===== config.mk =====
export PLATFORM = sky130hd
export DESIGN_NAME = gpio_sr_driver
export DESIGN_NICKNAME = d
export VERILOG_FILES = /design/src/rtl/gpio_sr_pkg.sv /design/src/rtl/gpio_sr_tick.sv /design/src/rtl/gpio_sr_driver.sv
export SDC_FILE = /design/constraint.sdc
export NUM_CORES = 1
export LEC_CHECK = 0
export CAP_MARGIN = 20
export CORE_ASPECT_RATIO = 0.6
export CORE_MARGIN = 10
export CORE_UTILIZATION = 40
export CTS_CLUSTER_DIAMETER = 200
export DETAILED_ROUTE_END_ITERATION = 10
export HOLD_SLACK_MARGIN = 0.02
export RECOVER_POWER = 100
export SETUP_SLACK_MARGIN = 0.02
export SLEW_MARGIN = 25
export SYNTH_ARGS = -nofsm -noshare
export SYNTH_HDL_FRONTEND = slang
export SYNTH_SLANG_ARGS = --single-unit

===== constraint.sdc =====
create_clock -name clk -period 2.88 [get_ports clk]
set_input_delay 0.576 -clock clk [delete_from_list [all_inputs] [get_ports clk]]
set_output_delay 0.576 -clock clk [all_outputs]
set_load 0.02 [all_outputs]

===== src/rtl/gpio_sr_pkg.sv =====
// gpio_sr_pkg: shared state encoding and default width for the GPIO shift-register driver
package gpio_sr_pkg;
  typedef enum logic [1:0] {IDLE, SHIFT, LATCH, DONE} state_t;
  localparam int DATA_W_DEF = 8;
endpackage


===== src/rtl/gpio_sr_tick.sv =====
// gpio_sr_tick: CLK_DIV phase divider producing a tick on the last cycle of each phase
module gpio_sr_tick #(
  parameter int CLK_DIV = 4
) (
  input  logic clk,
  input  logic rst,
  input  logic clr,
  input  logic en,
  output logic tick
);
  logic [7:0] cnt;
  assign tick = en && cnt == 8'(CLK_DIV - 1);
  // wrap counter restarted on every state entry so each phase starts aligned
  always_ff @(posedge clk) begin
    if (rst || clr) cnt <= '0;
    else if (en) cnt <= tick ? '0 : cnt + 8'd1;
  end
endmodule


===== src/rtl/gpio_sr_driver.sv =====
// gpio_sr_driver: mirrors a parallel GPIO register into an external 74HC595-style shift register
module gpio_sr_driver
  import gpio_sr_pkg::*;
#(
  parameter int CLK_DIV = 4,
  parameter int DATA_W  = DATA_W_DEF
) (
  input  logic              clk,
  input  logic              rst,
  input  logic [DATA_W-1:0] par_in,
  input  logic              kick,
  output logic              sr_ser,
  output logic              sr_clk,
  output logic              sr_latch,
  output logic              busy,
  output logic              done
);
  localparam int BW = DATA_W > 1 ? $clog2(DATA_W) : 1;
  state_t            state, state_n;
  logic [DATA_W-1:0] snap, last_sent;
  logic [BW-1:0]     bit_cnt;
  logic              pending, phase, tick, start;
  assign start = state == IDLE && (pending || kick || par_in != last_sent);
  gpio_sr_tick #(.CLK_DIV(CLK_DIV)) u_tick (
    .clk (clk),
    .rst (rst),
    .clr (state_n != state),
    .en  (busy),
    .tick(tick)
  );
  // next state and Moore outputs decoded from the state registers
  always_comb begin
    state_n  = state == IDLE  ? (start ? SHIFT : IDLE) :
               state == SHIFT ? (tick && phase && bit_cnt == '0 ? LATCH : SHIFT) :
               state == LATCH ? (tick ? DONE : LATCH) : IDLE;
    busy     = state == SHIFT || state == LATCH;
    done     = state == DONE;
    sr_clk   = state == SHIFT && phase;
    sr_latch = state == LATCH;
    sr_ser   = state == SHIFT && snap[bit_cnt];
  end
  // state register, snapshot capture, bit sequencing and pending-kick bookkeeping
  always_ff @(posedge clk) begin
    if (rst) begin
      state     <= IDLE;
      snap      <= '0;
      last_sent <= '0;
      bit_cnt   <= '0;
      phase     <= 1'b0;
      pending   <= 1'b1;
    end else begin
      state <= state_n;
      if (start) begin
        snap    <= par_in;
        pending <= 1'b0;
        bit_cnt <= BW'(DATA_W - 1);
        phase   <= 1'b0;
      end else if (kick) pending <= 1'b1;
      if (state == SHIFT && tick) begin
        phase <= ~phase;
        if (phase && bit_cnt != '0) bit_cnt <= bit_cnt - 1'b1;
      end
      if (state == DONE) last_sent <= snap;
    end
  end
endmodule


==> After elaboration in Yosys (flattened, before gate mapping) <==
Cells that the tools add are included.
W data, S select, Z words.
{ "classes": {"order_cmp": 1, "add_sub_neg": 2, "n_eq_ne": 6, "bitwise": 1, "n_reduce_logical": 17, "mux": 16} }
{ "ops": {"columns": ["op", "count"], "rows": [
  ["$mux W3", 3],
  ["$add A8 B1 Y8 const B", 1],
  ["$eq A8 B2 Y1 const B", 1],
  ["$logic_and A1 B1 Y1", 8],
  ["$mux W2", 4],
  ["$mux W8", 1],
  ["$ne A8 B8 Y1", 1],
  ["$mux W1", 7],
  ["$eq A2 B2 Y1 const B", 2],
  ["$logic_or A1 B1 Y1", 4],
  ["$lt A3 B4 Y1 const B", 1],
  ["$reduce_bool A2 Y1", 2],
  ["$bmux W1 S3", 1],
  ["$logic_not A3 Y1", 1],
  ["$reduce_bool A3 Y1", 1],
  ["$sub A3 B1 Y3 const B", 1],
  ["$eq A2 B1 Y1 const B", 1],
  ["$logic_not A2 Y1", 1],
  ["$ne A2 B2 Y1", 1],
  ["$not A1 Y1", 1]
]} }
{ "word_totals": {"inputBits": 11, "reg_bits": 31, "wordCells": 50} }

==> Logic depth before layout (Yosys ltp) <==
{ "depth": {"ltp_word": 10, "depth_mapped": 9, "depth_no_buf": 7} }

==> Cells and area by module <==
From an unflattened synthesis, not the netlist that was laid out.
{ "hier_totals": {"hier_cells": 160, "hier_area_um2": 1546.5} }
{ "modules_own_cells": {"columns": ["module", "cells_each", "instances", "area_per_inst_um2"], "rows": [
  ["gpio_sr_driver", 117, 1, 1147.4],
  ["gpio_sr_tick", 43, 1, 399.1]
]} }

==> Least setup slack after synthesis <==
OpenSTA, ideal clock, no wires.
{ "synth_timing": {"kind": "flip-flop to flip-flop", "startpoint": "reg state[0]", "endpoint": "reg u_tick.cnt[0]", "synth_period_minus_slack_ns": 2.353, "t_arrival_ns": 2.283, "path_stages_with_launch": 9, "slack_ns": 0.527, "required_time_ns": 2.810, "setup_ns": 0.070, "path_cell_list": "dfxtp_1 inv_1 ha_1 buf_6 and4bb_1 and4_1 or3_1 a211o_1 a21oi_1"} }
{ "synth_between": {"elab_chain_len": 10, "word_cells_on_any_way": 17, "cone_classes": "eq/ne: 3; mux: 7; reduce/logical: 7"} }
{ "synth_rtl": {"columns": ["element", "line_no", "source"], "rows": [
  ["from (decl)", "gpio_sr_driver.sv:19", "state_t state, state_n;"],
  ["from (signal assigned)", "gpio_sr_driver.sv:52", "state <= state_n;"],
  ["$eq A2 B1 Y1 / $eq A2 B2 Y1 (equally long branches)", "gpio_sr_driver.sv:36", "busy = state == SHIFT || state == LATCH;"],
  ["$logic_or A1 B1 Y1 *", "gpio_sr_driver.sv:36", null],
  ["via busy", "gpio_sr_driver.sv:15", "output logic busy,"],
  ["$logic_and A1 B1 Y1", "gpio_sr_tick.sv:12", "assign tick = en && cnt == 8'(CLK_DIV - 1);"],
  ["$logic_and A1 B1 Y1 (2 in series)", "gpio_sr_driver.sv:34", "state == SHIFT ? (tick && phase && bit_cnt == '0 ? LATCH : SHIFT) :"],
  ["$mux W2 (2 in series)", "gpio_sr_driver.sv:34", null],
  ["$mux W2", "gpio_sr_driver.sv:33", "state_n = state == IDLE ? (start ? SHIFT : IDLE) :"],
  ["$ne A2 B2 Y1", "gpio_sr_driver.sv:27", ".clr (state_n != state),"],
  ["$logic_or A1 B1 Y1", "gpio_sr_tick.sv:15", "if (rst || clr) cnt <= '0;"],
  ["to (signal assigned)", "gpio_sr_tick.sv:16", "else if (en) cnt <= tick ? '0 : cnt + 8'd1;"],
  ["to (decl)", "gpio_sr_tick.sv:11", "logic [7:0] cnt;"]
]} }
The timed path passes the listed nets; every way through them passes the cells marked *.
A chain may end at the register's enable or synchronous reset.

==> Worst setup path after layout <==
{ "layout_timing": {"startpoint": "reg bit_cnt[0]", "endpoint": "out sr_ser"} }
{ "layout_between": {"elab_chain_len": 3} }
{ "layout_rtl": {"columns": ["element", "line_no", "source"], "rows": [
  ["from (decl)", "gpio_sr_driver.sv:21", "logic [BW-1:0] bit_cnt;"],
  ["from (signal assigned)", "gpio_sr_driver.sv:56", "bit_cnt <= BW'(DATA_W - 1);"],
  ["from (signal assigned)", "gpio_sr_driver.sv:61", "if (phase && bit_cnt != '0) bit_cnt <= bit_cnt - 1'b1;"],
  ["$bmux W1 S3", "gpio_sr_driver.sv:40", "sr_ser = state == SHIFT && snap[bit_cnt];"],
  ["$mux W1 (not written as such)", "gpio_sr_driver.sv:40", null],
  ["$logic_and A1 B1 Y1", "gpio_sr_driver.sv:40", null],
  ["to (decl)", "gpio_sr_driver.sv:12", "output logic sr_ser,"]
]} }
No other way between the ends. The select of a mux whose other input is x is not followed.

==> impl_metrics.json <==
{
  "fin_crit_sh_pct": 90.8,
  "synth.top_cell.area_share_pct": 39.9,
  "synth_top_cell_by_area": "dfxtp_1",
  "worstPathRequired_ns": 2.30,
  "cts_setup_buffers": 0,
  "tightest_slew_ns": 0.973,
  "setup_viol": 0,
  "crit_type": "flip-flop to output pin",
  "syn_area_per_cell_um2": 8.89,
  "arrival_ns": 2.04,
  "crit_fanout": 5,
  "portBuffers": 15,
  "crit_family": "multiplexers",
  "synthAdderAreaFrac_pct": 5.63,
  "clk_pin_slew_ns": 0.07,
  "dp_slack_ns": 0.400,
  "rsz0062_at_grt": "no",
  "n_antenna_cell": 0,
  "most-common-layout-cells": "dfxtp_1, nand2_1, a21oi_1",
  "p_leak_nw": 0.685,
  "grt_max_degree": 23,
  "synth_top_family_by_area": "simple AND/OR/NAND/NOR gates",
  "hp-class": "flip-flop to flip-flop",
  "wirelength_um": 3510,
  "ant_nets": 0,
  "syn_area_mm2": 0.00156,
  "wirelength_met1_um": 1810,
  "cpPeakStageDelay_ns": 0.58,
  "antenna_found_initial": 0,
  "synth_seq_area_share_pct": 39.9,
  "viasPerCell": 5.40,
  "die_area_mm2": 0.00687,
  "cts_made_buffers": 5,
  "slew_viol_final": 0,
  "slew_headroom_pct": 35.1,
  "fp-row-count": 17,
  "coreArea_mm2": 0.00370,
  "drc": 0,
  "yosys.area_share.simple_pct": 20.9,
  "worstPathCellList": "mux4_2 > nand2_1 > a21boi_0 > clkdlybuf4s50_1",
  "synth_compound_gate_area_share_pct": 12.7,
  "skew_ns": 0.0108,
  "syn_inst": 175,
  "ctsHoldBuffers": 0,
  "ir_drop_v": 0.000196,
  "wl_met2_um": 1410,
  "highest_layer": "met4",
  "period_minus_slack_ns": 2.61,
  "timing.fmax_ghz": 0.382,
  "cts_root_buffer": "clkbuf_8",
  "routedWlPerCell_um": 14.4,
  "start_util_pct": 42.1,
  "design_area_mm2": 0.00186,
  "synth_edf_count": 0,
  "overflow": 0,
  "grt_pass1_wl_um": 5950,
  "clockBufferDepth": 2,
  "synthArstFlopShare_pct": 0,
  "dr_wl_met3_um": 251,
  "cts_resized": 0,
  "worst-path-buf-inv": 1,
  "status": "complete, no violations",
  "worst_slack_ns": 0.265,
  "multiInputGateArea_um2": 878,
  "synth-xor-area-share_pct": 7.88,
  "area_growth_pct": 19.3,
  "routed-via-count": 1311,
  "p_per_area_mw_per_mm2": 512,
  "place_hpwl_um": 2680,
  "synth_area_leaders": "dfxtp_1, mux2i_1, a21oi_1",
  "setup_tns_ns": 0,
  "cts_tree": "built",
  "clk_latency_ns": 0.29,
  "gp_congestion": 0.830,
  "nets": 213,
  "cts_sinks": 31,
  "cp_slowest_cell": "mux4_2",
  "ys.flop_type": "dfxtp_1",
  "finalHoldViolations": 0,
  "cap_violations": 0,
  "ys_ff_latch": 31,
  "die_w_um": 101,
  "synth_warnings": 0,
  "worst_setup_path_end_kind": "output pin",
  "grtUsageTotal_pct": 10.9,
  "dpl_cell_area_mm2": 0.00177,
  "drt_iter0_markers": 129,
  "nFillCells": 363,
  "yosysUniqueCellTypes": 36,
  "fp.dieH_um": 68.3,
  "dr.pass1.iters": 4,
  "drive_above_1_share_pct": 7.14,
  "pin_count": 16,
  "register_area_um2": 621,
  "synth.net_count": 193,
  "final_common_cell": "dfxtp_1",
  "synthMuxAreaShare_pct": 9.32,
  "grt_pass1_vias": 1208,
  "htree_levels": 2,
  "critPathLaunchType": "flip-flop"
}
## where the power goes
| part | switching, mW | internal, mW |
|---|---|---|
| registers | 0.0162 | 0.444 |
| clock network | 0.164 | 0.218 |
| logic | 0.0572 | 0.0505 |
| total | 0.238 | 0.712 |
## layout make-up
cell class,count,area share [%]
flip-flops and latches,31,33.4
clock buffers,8,5.39
repair buffers,20,9.50
multi-input cells,131,47.3
well taps,47,3.17
inverters,6,1.21
## logic make-up (layout without fill, tap and decap cells)
family / Yosys count / count (layout)
XOR/XNOR: 14 / 14
multiplexers: 12 / 12
flip-flops: 31 / 31
AO/OA/AOI/OAI: 33 / 33
buffers and inverters: 13 / 34
adder cells (fa/ha/maj): 7 / 7
AND/OR/NAND/NOR: 65 / 65
## stage by stage
stage / power [mW] / std cells / hold slack, ns / util, %
3_5_place_dp: 0.580 / 235 / 0.469 / 47.8
4_1_cts: 0.961 / 243 / 0.480 / 50.5
6_report: 0.950 / 243 / 0.477 / 50.2
5_1_grt: 0.995 / 243 / 0.504 / 50.2
2_1_floorplan: 0.536 / 175 / 0.446 / -
3_3_place_gp: 0.578 / 235 / 0.460 / 47.8
## per-layer routing
layer / vias to the layer above / global-route usage, %
met5: - / 0
met4: 0 / 4.21
met3: 7 / 3.52
met2: 37 / 15.5
met1: 617 / 14.9
li1: 650 / -
## synthesized netlist by cell type, drive strengths merged, types with 2 or more instances
cell / count
mux4: 2
inv: 6
o21ai: 3
xnor2: 10
nand3: 7
nor2b: 2
nor2: 14
nor3: 4
o31a: 2
ha: 7
mux2i: 10
xor2: 4
a21oi: 19
dfxtp: 31
and4: 2
nand4: 3
clkbuf: 5
nand2: 25
buf: 2
a31oi: 2
or3: 2
## worst min-delay path, stage by stage, from the launching register on
cell	delay, ns
dfxtp_1	0.32
nand2_1	0.06
a21oi_1	0.05
## worst paths after layout
check	end	slack [ns]	cells past startpoint	startpoint
max	sr_ser	0.27	4	bit_cnt[0]
min	snap[0]	0.48	2	snap[0]
max reg2reg	u_tick.cnt[6]	0.37	7	state[0]
min reg2reg	snap[0]	0.48	2	snap[0]
## registers in the layout, indices dropped and copies added (netlist names)
| register | count |
|---|---|
| u_tick.cnt | 8 |
| state | 2 |
| pending | 1 |
| phase | 1 |
| last_sent | 8 |
| snap | 8 |
| bit_cnt | 3 |
Note: power is estimated with default switching activity, not from simulation.
